## src/rtl/uart_rx_if.sv

```systemverilog
// uart_rx_if: host-side bundle of the buffered UART receiver (serial line, pop/clear strobes, FIFO head and status).
interface uart_rx_if;
    logic       rx;
    logic       read_data;
    logic       clear_errors;
    logic [7:0] data_rx;
    logic       data_available;
    logic       frame_error;
    logic       overflow;
    logic       is_busy;
    modport master (
        output rx, read_data, clear_errors,
        input  data_rx, data_available, frame_error, overflow, is_busy
    );
    modport slave (
        input  rx, read_data, clear_errors,
        output data_rx, data_available, frame_error, overflow, is_busy
    );
endinterface

```

## src/rtl/uart_rx.sv

```systemverilog
// uart_rx: buffered 8N1 UART receiver with a first-word-fall-through byte FIFO.
// Define UART_RX_MAJORITY_VOTE_EN to take each bit as the majority of three samples.
module uart_rx #(
    parameter int CLKS_PER_BIT    = 868,
    parameter int FIFO_DEPTH_LOG2 = 4
) (
    input logic      clk,
    input logic      rst,
    uart_rx_if.slave bus
);
    localparam int BCW = $clog2(CLKS_PER_BIT);
    localparam int DEPTH = 1 << FIFO_DEPTH_LOG2;
    localparam logic [BCW-1:0] BIT_LOAD = BCW'(CLKS_PER_BIT - 1);
    localparam logic [BCW-1:0] HALF_LOAD = BCW'(CLKS_PER_BIT / 2 - 1);
    typedef enum logic [2:0] {WAIT_IDLE, IDLE, START, DATA, STOP} state_t;
    state_t                     state;
    logic [1:0]                 sync;
    logic                       rx_s, bit_s, at_sample, stop_ok, push, pop, full;
    logic [BCW-1:0]             bc;
    logic [2:0]                 idx;
    logic [7:0]                 shift;
    logic [7:0]                 mem [DEPTH];
    logic [FIFO_DEPTH_LOG2-1:0] head, tail;
    logic [FIFO_DEPTH_LOG2:0]   count;
    logic                       busy, fe, ovf;
    assign rx_s = sync[1];
    assign at_sample = busy && bc == '0;
    assign full = count == (FIFO_DEPTH_LOG2 + 1)'(DEPTH);
    assign stop_ok = state == STOP && at_sample && bit_s;
    assign push = stop_ok && !full;
    assign pop = bus.read_data && count != '0;
`ifdef UART_RX_MAJORITY_VOTE_EN
    logic v2, v1;
    assign bit_s = (v2 & v1) | (v2 & rx_s) | (v1 & rx_s);
    always_ff @(posedge clk or posedge rst) begin
        if (rst) begin
            v2 <= 1'b0;
            v1 <= 1'b0;
        end else begin
            if (bc == BCW'(2)) v2 <= rx_s;
            if (bc == BCW'(1)) v1 <= rx_s;
        end
    end
`else
    assign bit_s = rx_s;
`endif
    always_ff @(posedge clk or posedge rst) begin
        if (rst) begin
            sync  <= 2'b11;
            state <= WAIT_IDLE;
            bc    <= '0;
            idx   <= '0;
            shift <= '0;
            busy  <= 1'b0;
            fe    <= 1'b0;
        end else begin
            sync <= {sync[0], bus.rx};
            fe   <= 1'b0;
            if (bc != '0) bc <= bc - 1'b1;
            case (state)
                WAIT_IDLE: if (rx_s) state <= IDLE;
                IDLE: if (!rx_s) begin
                    state <= START;
                    bc    <= HALF_LOAD;
                    busy  <= 1'b1;
                end
                START: if (at_sample) begin
                    state <= bit_s ? IDLE : DATA;
                    busy  <= !bit_s;
                    idx   <= '0;
                    bc    <= BIT_LOAD;
                end
                DATA: if (at_sample) begin
                    shift <= {bit_s, shift[7:1]};
                    idx   <= idx + 1'b1;
                    bc    <= BIT_LOAD;
                    if (idx == 3'd7) state <= STOP;
                end
                // Leaving at mid-stop-bit lets a back-to-back start edge be caught on time.
                STOP: if (at_sample) begin
                    state <= bit_s ? IDLE : WAIT_IDLE;
                    fe    <= !bit_s;
                    busy  <= 1'b0;
                end
                default: state <= WAIT_IDLE;
            endcase
        end
    end
    always_ff @(posedge clk) if (push) mem[tail] <= shift;
    always_ff @(posedge clk or posedge rst) begin
        if (rst) begin
            head  <= '0;
            tail  <= '0;
            count <= '0;
            ovf   <= 1'b0;
        end else begin
            if (push) tail <= tail + 1'b1;
            if (pop) head <= head + 1'b1;
            count <= count + (FIFO_DEPTH_LOG2 + 1)'(push) - (FIFO_DEPTH_LOG2 + 1)'(pop);
            ovf   <= (stop_ok && full) || (ovf && !bus.clear_errors);
        end
    end
    assign bus.data_rx = count != '0 ? mem[head] : 8'h00;
    assign bus.data_available = count != '0;
    assign bus.frame_error = fe;
    assign bus.overflow = ovf;
    assign bus.is_busy = busy;
endmodule
```

## src/flat_wrapper.sv

```systemverilog
// flat-port wrapper written by rule: the top's interface ports become plain ports
module uart_rx_flat 
#(
    parameter int CLKS_PER_BIT    = 868,
    parameter int FIFO_DEPTH_LOG2 = 4
)
  (clk, rst, bus_rx, bus_read_data, bus_clear_errors, bus_data_rx, bus_data_available, bus_frame_error, bus_overflow, bus_is_busy);
  uart_rx_if bus_i ();
  input logic clk;
  input logic rst;
  input wire logic [$bits(bus_i.rx)-1:0] bus_rx;
  input wire logic [$bits(bus_i.read_data)-1:0] bus_read_data;
  input wire logic [$bits(bus_i.clear_errors)-1:0] bus_clear_errors;
  output wire logic [$bits(bus_i.data_rx)-1:0] bus_data_rx;
  output wire logic [$bits(bus_i.data_available)-1:0] bus_data_available;
  output wire logic [$bits(bus_i.frame_error)-1:0] bus_frame_error;
  output wire logic [$bits(bus_i.overflow)-1:0] bus_overflow;
  output wire logic [$bits(bus_i.is_busy)-1:0] bus_is_busy;
  assign bus_i.rx = bus_rx;
  assign bus_i.read_data = bus_read_data;
  assign bus_i.clear_errors = bus_clear_errors;
  assign bus_data_rx = bus_i.data_rx;
  assign bus_data_available = bus_i.data_available;
  assign bus_frame_error = bus_i.frame_error;
  assign bus_overflow = bus_i.overflow;
  assign bus_is_busy = bus_i.is_busy;
  uart_rx #(.CLKS_PER_BIT(CLKS_PER_BIT), .FIFO_DEPTH_LOG2(FIFO_DEPTH_LOG2)) u_core (.clk(clk), .rst(rst), .bus(bus_i));
endmodule
```

## config.mk

```make
export PLATFORM = sky130hd
export DESIGN_NAME = uart_rx_flat
export DESIGN_NICKNAME = d
export VERILOG_FILES = /design/src/rtl/uart_rx_if.sv /design/src/rtl/uart_rx.sv /design/src/flat_wrapper.sv
export SDC_FILE = /design/constraint.sdc
export NUM_CORES = 1
export LEC_CHECK = 0
export CELL_PAD_IN_SITES_DETAIL_PLACEMENT = 0
export CELL_PAD_IN_SITES_GLOBAL_PLACEMENT = 1
export CORE_MARGIN = 5
export CORE_UTILIZATION = 25
export CTS_CLUSTER_SIZE = 12
export DETAILED_ROUTE_END_ITERATION = 7
export GPL_TIMING_DRIVEN = 0
export PLACE_DENSITY = 0.5
export SLEW_MARGIN = 20
export SYNTH_ARGS = -nofsm -noshare
export SYNTH_HDL_FRONTEND = slang
export SYNTH_SLANG_ARGS = --single-unit
```

## constraint.sdc

```tcl
create_clock -name clk -period 4.86 [get_ports clk]
set_clock_uncertainty 0.2 [all_clocks]
set_input_delay 0.972 -clock clk [delete_from_list [all_inputs] [get_ports clk]]
set_output_delay 0.972 -clock clk [all_outputs]
set_load 0.02 [all_outputs]
```

==> run_results.csv, run 1 <==
group,metric,value,unit
grt,use_met1,13.86,%
place,routabilityCongestion,0.7317,
worst_setup_path,arrival,3.01,ns
drt,drt-initial-drc-count,165,
yosys,synth_xor_xnor_area_share,1.591,%
drt,vias_per_cell,4.251,
worst_setup_path,reg2regPathDepth,13,
timing,setup_violations,0,
yosys,synth_edf_count,128,
cts,clk-insertion-delay-late,0.43,ns
yosys,postSynthAreaPerCell,17.45,µm²
drt,antenna_left,0,
worst_setup_path,worst_ep_required_time,3.69,ns
yosys,synth_cells,410,
yosys,netlist_area,0.007156,mm²
cts,hold_buffers,0,
floorplanning,chipHeight,179.2,µm
finish,drive_gt1_share,24.18,%
yosys,synth.largest_area_cell,"edfxtp_1",
floorplanning,die_area,0.03211,mm²
timing,finalCritPeriodShare,85.95,%
run,maxCapViolCount,0,
cts,clock_path_buffers,2,
grt,antenna_found_initial,0,
worst_setup_path,worstSetupEndpointType,"output port",
finish,n_fill_cell,2821,
timing,max_freq,239.4,MHz
drt,drt-pass1-iter-count,4,
drt,vias,3584,
cts,htreeDepth,4,
cts,cts_resized,0,
yosys,synthesis.nets,431,
min_path,hold_class,"reg -> reg",
finish,area_growth,17.66,%
timing,min_period,4.177,ns
drt,wl_per_cell,17.44,µm
yosys,synth_area_leaders,"edfxtp_1, dfrtp_1, mux4_2",
worst_setup_path,timing.rr.end,"u_core.count[4]",
grt,grt.overflow.total,0,
timing,rsz0062_at_grt,"no",
power_and_ir_drop,p_leak,2.981,nW
worst_setup_path,cp_slowest_cell,"clkdlybuf4s50_1",
power_and_ir_drop,irDropWorstVdd,0.2226,mV
timing,maxSlewHeadroom,21.19,%
grt,grt_usage,9.731,%
floorplanning,initial_core_util,25.13,%
yosys,synth_top_area_share,53.72,%
timing,hold_viol,0,
power_and_ir_drop,combinationalPowerShare,22.4,%
yosys,async_reset_ff_share,24.71,%
yosys,synth_top_family_by_area,"multiplexers",
cts,postCtsSetupBuffers,0,
cts,clk_transition_reported_paths,0.07,ns
yosys,synth-compound-area-share,3.654,%
worst_setup_path,cp_max_fo,10,
finish,antenna_cells,0,
power_and_ir_drop,p_sw,1.203,mW
yosys,synthSimpleGateAreaFrac,6.557,%
worst_setup_path,critPathKind,"reg -> out",
drt,drc,0,
power_and_ir_drop,seqPwrFrac,43.5,%
min_path,min_path_cells,0,
floorplanning,rows,62,
grt,use_met3,2.699,%
worst_setup_path,start_kind,"flop",
min_path,whs_endpoint,"u_core.sync[1]",
worst_setup_path,cp_cell_sequence,"buf_2 -> clkbuf_1 -> mux4_2 -> mux2_2 -> o21ai_0 -> a21oi_1 -> clkdlybuf4s50_1",
timing,setup_tns,0,ns
worst_setup_path,r2r-start,"u_core.bc[4]",
power_and_ir_drop,clkPwrFrac,34.1,%
floorplanning,die_w,179.2,µm
floorplanning,ios,17,
power_and_ir_drop,p_per_area,475.8,mW/mm²
finish,fin_nets,467,
grt,grt_first_pass_wirelength,22890,µm
yosys,synth.distinct_cells,48,
yosys,synth.area.mux_share,14.62,%
min_path,hold_path.startpoint,"u_core.sync[0]",
cts,cts_tree,"built",
yosys,ys_seq_area_share,68.44,%
outcome,status,"finished clean",
cts,cts_sinks,170,
place,detailed_place_hpwl,9753,µm
timing,worst_hold_slack,0.1575,ns
worst_setup_path,crit_family,"buffers and inverters",
power_and_ir_drop,swShare,30.03,%
grt,busiest_layer,"met2",
timing,worst_slew_pin_slew,1.166,ns
worst_setup_path,r2r_slack,1.41,ns
timing,finalMaxSlewViolations,0,
drt,drt_wl_total,14700,µm
yosys,synthAdderAreaFrac,2.903,%
cts,numCtsBuffers,17,
worst_setup_path,crit_buf_inv,3,
cts,cts_root_buf,"clkbuf_16",
place,port_buffers,16,
grt,gr-usage-met2,14.81,%
yosys,ys_ff_latch,170,
grt,grt_max_degree,32,
yosys,synth-main-ff-cell,"edfxtp_1",
power_and_ir_drop,intPower,2.803,mW
yosys,yosysWarningCount,0,
worst_setup_path,max_stage_delay,0.58,ns
grt,grt_pass1_vias,3827,
floorplanning,placeableCoreArea,0.02847,mm²
[synth_stat cells, types with 2 or more instances]
| library cell | instances |
|---|---|
| dfstp_2 | 2 |
| inv_1 | 18 |
| o21ai_0 | 13 |
| or4_4 | 2 |
| nor2_1 | 7 |
| o32ai_1 | 2 |
| edfxtp_1 | 128 |
| o31ai_1 | 5 |
| xnor2_1 | 8 |
| nor3_1 | 4 |
| a31oi_1 | 2 |
| xor2_1 | 5 |
| mux4_2 | 32 |
| nand4_1 | 2 |
| mux2i_1 | 10 |
| nand3_1 | 4 |
| ha_1 | 15 |
| nand3b_1 | 2 |
| and3_1 | 17 |
| nor2_4 | 2 |
| and2_1 | 3 |
| nor4_4 | 2 |
| nand2_1 | 7 |
| a21o_1 | 2 |
| a21oi_1 | 15 |
| nor3b_1 | 3 |
| mux2_2 | 20 |
| nor2b_1 | 3 |
| clkbuf_1 | 4 |
| buf_4 | 3 |
| dfrtp_1 | 40 |
| nand2b_1 | 2 |
| buf_2 | 11 |
[final cells by class]
cell class              count  area [µm²]  area share [%]
flip-flops and latches    170        4897           58.17
clock inverters            15       177.7           2.110
repair buffers             17       180.2           2.140
plain buffers              18       92.59           1.100
well taps                 384       480.5           5.707
inverters                  18       67.56          0.8025
clock buffers              17       425.4           5.053
multi-input cells         204        2098           24.92
[worst max-delay path by stage]
stage	endpoint	from	cells after the start
floorplan	u_core.count[4]	u_core.count[3]	14
global placement	bus_data_rx[5]	u_core.head[3]	7
detailed placement	bus_data_rx[7]	u_core.head[0]	7
CTS	bus_data_rx[5]	u_core.head[3]	7
global route	bus_data_rx[7]	u_core.head[0]	7
finish	bus_data_rx[3]	u_core.head[3]	7
[cell usage in the layout (no fill, tap or decap), drive strengths merged, types with 15 or more instances in the layout]
cell type,count
a21oi,15
and3,17
buf,15
clkbuf,21
clkdlybuf4s50,16
dfrtp,40
edfxtp,128
ha,15
inv,26
mux2,20
mux4,32
[logic make-up (layout without fill, tap and decap cells)]
kind of cell    after synthesis  after routing
simple gates                 69             69
fa+ha+maj                    16             16
flops                       170            170
xor+xnor                     13             13
mux                          62             62
buf+inv                      36             85
compound gates               44             44
[per-stage QoR]
step / total power [mW] / cell area [µm²] / instances / utilization, % / setup WS (ns)
floorplan: 2.441 / 7156 / 410 / - / 1.822
global placement: 2.681 / 7796 / 810 / 27.38 / 1.076
detailed placement: 2.701 / 7816 / 811 / 27.45 / 1.091
CTS: 4.077 / 8419 / 843 / 29.57 / 0.6320
global route: 4.222 / 8419 / 843 / 29.57 / 0.4721
finish: 4.006 / 8419 / 843 / 29.57 / 0.6829
[metal layers]
layer | up-vias | share of wire, %
met4 | 0 | 0.85
met5 | - | 0
met2 | 42 | 46
met3 | 9 | 2.8
li1 | 1672 | -
met1 | 1861 | 50
[registers in the layout, indices dropped and copies added, names as in the netlist]
register and cells:
u_core.idx 3, u_core.sync 2, u_core.bus.frame_error 1, u_core.shift 8, u_core.count 5, u_core.bus.overflow 1, u_core.bc 10, u_core.state 3
u_core.mem 128, u_core.bus.is_busy 1, u_core.head 4, u_core.tail 4
[power by group through the flow]
stage	Combinational, mW	Sequential [mW]	Clock, mW
global route	0.998	1.76	1.47
detailed placement	0.924	1.78	0
global placement	0.909	1.77	0
CTS	0.927	1.75	1.40
finish	0.897	1.74	1.37
floorplan	0.689	1.75	0
No activity file was read; power rests on OpenSTA's default activity.
==> inputs of run 2 (changes only) <==
--- a/config.mk
+++ b/config.mk
@@ -12,6 +12,7 @@
 export CTS_CLUSTER_SIZE = 12
 export DETAILED_ROUTE_END_ITERATION = 7
 export GPL_TIMING_DRIVEN = 0
+export MAX_ROUTING_LAYER = met4
 export PLACE_DENSITY = 0.5
 export SLEW_MARGIN = 20
 export SYNTH_ARGS = -nofsm -noshare
==> run 2 against run 1 <==
Effect of this change:
- wire length increased by 0.17%
- non-clock buffer count unchanged
- hold slack is essentially flat
- die area unchanged
- critical path type unchanged
- clock power is essentially flat
- combinational power hardly changed
- core utilization is the same
- highest routed layer unchanged
- cell count stayed put
- worst setup slack gained 0.013 ns
==> run_results.csv, run 2 (synthesis results as in run 1) <==
group,metric,value,unit
grt,grt_max_degree,32,
worst_setup_path,critPathKind,"reg -> out",
worst_setup_path,max_stage_delay,0.56,ns
cts,cts_resized,0,
worst_setup_path,arrival,2.99,ns
timing,worst_hold_slack,0.1575,ns
cts,numCtsBuffers,17,
place,detailed_place_hpwl,9753,µm
cts,hold_buffers,0,
worst_setup_path,crit_buf_inv,3,
drt,antenna_left,0,
finish,area_growth,17.66,%
timing,min_period,4.165,ns
grt,grt_pass1_vias,3830,
place,port_buffers,16,
worst_setup_path,cp_cell_sequence,"buf_2 -> clkbuf_1 -> mux4_2 -> mux2_2 -> o21ai_0 -> a21oi_1 -> clkdlybuf4s50_1",
drt,vias_per_cell,4.234,
power_and_ir_drop,p_per_area,475.9,mW/mm²
timing,rsz0062_at_grt,"no",
cts,clk-insertion-delay-late,0.43,ns
timing,max_freq,240.1,MHz
finish,final_common_cell,"edfxtp_1",
cts,cts_tree,"built",
cts,clk_transition_reported_paths,0.07,ns
grt,grt.overflow.total,0,
worst_setup_path,cp_slowest_cell,"clkdlybuf4s50_1",
worst_setup_path,worstSetupEndpointType,"output port",
drt,drc,0,
finish,drive_gt1_share,24.18,%
floorplanning,initial_core_util,25.13,%
timing,maxSlewHeadroom,22.07,%
floorplanning,rows,62,
drt,drt-pass1-iter-count,6,
drt,vias,3569,
finish,reg.largest.list,"u_core.mem: 128 flops, u_core.bc: 10 flops, u_core.shift: 8 flops",
drt,drt-initial-drc-count,153,
timing,hold_viol,0,
power_and_ir_drop,p_leak,2.981,nW
drt,wl_per_cell,17.47,µm
finish,registers.top_by_ff_count,"u_core.mem",
finish,largest_register_ff_count,128,
grt,grt_first_pass_wirelength,22840,µm
cts,clock_path_buffers,2,
finish,antenna_cells,0,
worst_setup_path,crit_family,"buffers and inverters",
cts,postCtsSetupBuffers,0,
floorplanning,chipHeight,179.2,µm
place,routabilityCongestion,0.7428,
timing,finalMaxSlewViolations,0,
timing,setup_violations,0,
finish,final_cell_mix,"edfxtp_1, dfrtp_1, mux4_2",
worst_setup_path,cp_max_fo,10,
grt,grt_usage,9.988,%
grt,antenna_found_initial,0,
run,maxCapViolCount,0,
floorplanning,die_area,0.03211,mm²
floorplanning,ios,17,
finish,fin_nets,467,
worst_setup_path,start_kind,"flop",
timing,setup_tns,0,ns
power_and_ir_drop,irDropWorstVdd,0.2228,mV
floorplanning,placeableCoreArea,0.02847,mm²
timing,finalCritPeriodShare,85.69,%
cts,cts_sinks,170,
min_path,hold_class,"reg -> reg",
worst_setup_path,worst_ep_required_time,3.69,ns
cts,cts_root_buf,"clkbuf_16",
cts,htreeDepth,4,
timing,worst_slew_pin_slew,1.153,ns
outcome,status,"finished clean",
drt,drt_wl_total,14730,µm
floorplanning,die_w,179.2,µm
[run 2: cell counts in the layout (fill, tap and decap cells not counted)]
Identical to the previous run, type by type.
[run 2: final timing paths]
check,depth (start not counted),slack (ns),start,to
worst min register to register,0,0.16,u_core.sync[0],u_core.sync[1]
min in group asynchronous,2,0.60,rst,u_core.bc[1]
max in group asynchronous,3,3.33,rst,u_core.sync[1]
worst max register to register,13,1.40,u_core.bc[4],u_core.count[4]
worst min-delay path,0,0.16,u_core.sync[0],u_core.sync[1]
worst max-delay path,7,0.70,u_core.head[3],bus_data_rx[5]
[run 2: cell type report]
cell class / count / area (µm²)
Buffer: 18 / 92.59
Clock buffer: 17 / 425.4
Clock inverter: 15 / 177.7
Fill cell: 2821 / 20050
Inverter: 18 / 67.56
Multi-Input combinational cell: 204 / 2098
Sequential cell: 170 / 4897
Tap cell: 384 / 480.5
Timing Repair Buffer: 17 / 180.2
[run 2: through the flow]
step	std cells	cell area, µm²	util (%)	setup WS (ns)	power, mW
global route	843	8419	29.57	0.4832	4.219
detailed placement	811	7816	27.45	1.091	2.701
finish	843	8419	29.57	0.6954	4.007
CTS	843	8419	29.57	0.6320	4.077
global placement	810	7796	27.38	1.076	2.681
floorplan	410	7156	-	1.822	2.441
[run 2: metal layers]
layer,up-vias,GRT usage [%],routed length [µm]
met3,7,2.488,385
li1,1672,-,-
met2,44,14.96,6774
met5,-,-,0
met4,0,2.380,129
met1,1846,13.76,7438
[run 2: power breakdown]
part	internal, mW	leakage (nW)	total (mW)	switching [mW]
registers	1.65	1.69	1.74	0.0964
logic	0.418	0.995	0.897	0.480
clock network	0.738	0.299	1.37	0.628
total	2.80	2.98	4.01	1.20
==> inputs of run 3 (changes only) <==
--- a/config.mk
+++ b/config.mk
@@ -13,7 +13,7 @@
 export DETAILED_ROUTE_END_ITERATION = 7
 export GPL_TIMING_DRIVEN = 0
 export MAX_ROUTING_LAYER = met4
-export PLACE_DENSITY = 0.5
+export PLACE_DENSITY = 0.46
 export SLEW_MARGIN = 20
 export SYNTH_ARGS = -nofsm -noshare
 export SYNTH_HDL_FRONTEND = slang
==> run 3 against run 2 <==
Effect of this change:
- register-to-register slack barely moved
- sequential power barely moved
- critical endpoint is now bus_data_rx[7]
- die area did not move
- design area rose by 0.51%
==> run_results.csv, run 3 (synthesis results as in run 1) <==
group,metric,value,unit
timing,max_freq,232.3,MHz
cts,cts_root_buf,"clkbuf_16",
cts,clk_transition_reported_paths,0.07,ns
floorplanning,initial_core_util,25.13,%
place,detailed_place_hpwl,10070,µm
finish,reg.largest.list,"u_core.mem: 128 flops, u_core.bc: 10 flops, u_core.shift: 8 flops",
floorplanning,die_area,0.03211,mm²
grt,grt_first_pass_wirelength,23270,µm
finish,area_growth,18.25,%
worst_setup_path,start_kind,"flop",
power_and_ir_drop,irDropWorstVdd,0.2208,mV
worst_setup_path,worstSetupEndpointType,"output port",
floorplanning,die_w,179.2,µm
drt,vias_per_cell,4.317,
finish,ff_latch_area,0.004897,mm²
finish,registers.top_by_ff_count,"u_core.mem",
drt,drt_wl_total,15320,µm
run,maxCapViolCount,0,
finish,drive_gt1_share,24.40,%
grt,grt.overflow.total,0,
timing,finalCritPeriodShare,88.58,%
floorplanning,placeableCoreArea,0.02847,mm²
worst_setup_path,r2r_slack,1.41,ns
timing,hold_viol,0,
floorplanning,rows,62,
timing,rsz0062_at_grt,"no",
cts,cts_sinks,170,
power_and_ir_drop,p_leak,2.982,nW
floorplanning,chipHeight,179.2,µm
worst_setup_path,critPathKind,"reg -> out",
cts,postCtsSetupBuffers,0,
grt,antenna_found_initial,0,
finish,antenna_cells,0,
finish,final_cell_mix,"edfxtp_1, dfrtp_1, mux4_2",
cts,numCtsBuffers,17,
place,port_buffers,16,
drt,drt-pass1-iter-count,4,
drt,drt-initial-drc-count,209,
timing,min_period,4.305,ns
power_and_ir_drop,p_per_area,487.5,mW/mm²
timing,worst_slew_pin_slew,0.7403,ns
outcome,status,"finished clean",
finish,final_common_cell,"edfxtp_1",
drt,wl_per_cell,18.18,µm
cts,cts_resized,0,
worst_setup_path,worst_ep_required_time,3.69,ns
cts,cts_tree,"built",
timing,setup_tns,0,ns
cts,clk-insertion-delay-late,0.42,ns
worst_setup_path,arrival,3.13,ns
grt,grt_pass1_vias,3748,
finish,n_fill_cell,2835,
worst_setup_path,cp_max_fo,10,
power_and_ir_drop,power.total,4.125,mW
finish,fin_nets,467,
grt,grt_max_degree,27,
drt,drc,0,
finish,largest_register_ff_count,128,
place,routabilityCongestion,0.7065,
floorplanning,ios,17,
timing,finalMaxSlewViolations,0,
cts,clock_path_buffers,2,
cts,hold_buffers,0,
grt,grt_usage,10.35,%
timing,maxSlewHeadroom,50.65,%
cts,htreeDepth,4,
finish,multiInputGateArea,0.002105,mm²
drt,vias,3639,
drt,antenna_left,0,
timing,setup_violations,0,
min_path,hold_class,"reg -> reg",
run 3: power breakdown:
part	internal [mW]	total (mW)	switching [mW]
combinational	0.420	0.924	0.505
sequential	1.65	1.75	0.0975
clock	0.871	1.46	0.584
total	2.94	4.13	1.19
run 3: final timing paths:
path	startpoint	cells after the start	to
min in group asynchronous	rst	2	u_core.count[3]
max in group asynchronous	rst	3	u_core.sync[1]
worst min-delay path	u_core.sync[0]	0	u_core.sync[1]
worst max register to register	u_core.bc[4]	13	u_core.count[4]
worst max-delay path	u_core.head[3]	7	bus_data_rx[7]
worst min register to register	u_core.sync[0]	0	u_core.sync[1]
run 3: routing by layer:
layer | share of wire, % | wire length [µm] | vias up | track usage (%)
met5 | 0 | 0 | - | -
met4 | 0.91 | 139 | 0 | 2.951
met3 | 3.2 | 491 | 7 | 2.151
met2 | 47 | 7126 | 52 | 15.58
met1 | 49 | 7565 | 1900 | 14.24
li1 | - | - | 1680 | -
run 3: final cells by class:
class                           count  area share, %
Sequential cell                   170          57.87
Multi-Input combinational cell    204          24.87
Tap cell                          384          5.678
Clock buffer                       17          5.027
Clock inverter                     15          2.528
Timing Repair Buffer               17          2.129
Buffer                             18          1.094
Inverter                           18         0.7985
run 3: critical path, stage by stage (launching register included):
cell and delay (ns):
dfrtp_1 0.33, buf_2 0.21, clkbuf_1 0.60, mux4_2 0.40, mux2_2 0.30, o21ai_0 0.18, a21oi_1 0.10, clkdlybuf4s50_1 0.59
run 3: metrics by stage:
stage	worst slack [ns]	cells	area, µm²	utilization (%)	hold slack (ns)
4_1_cts	0.5360	843	8462	29.72	0.1713
2_1_floorplan	1.822	410	7156	-	0.1452
6_report	0.5550	843	8462	29.72	0.1660
3_5_place_dp	0.9992	811	7823	27.48	0.1548
3_3_place_gp	1.012	810	7796	27.38	0.1461
5_1_grt	0.3792	843	8462	29.72	0.1778
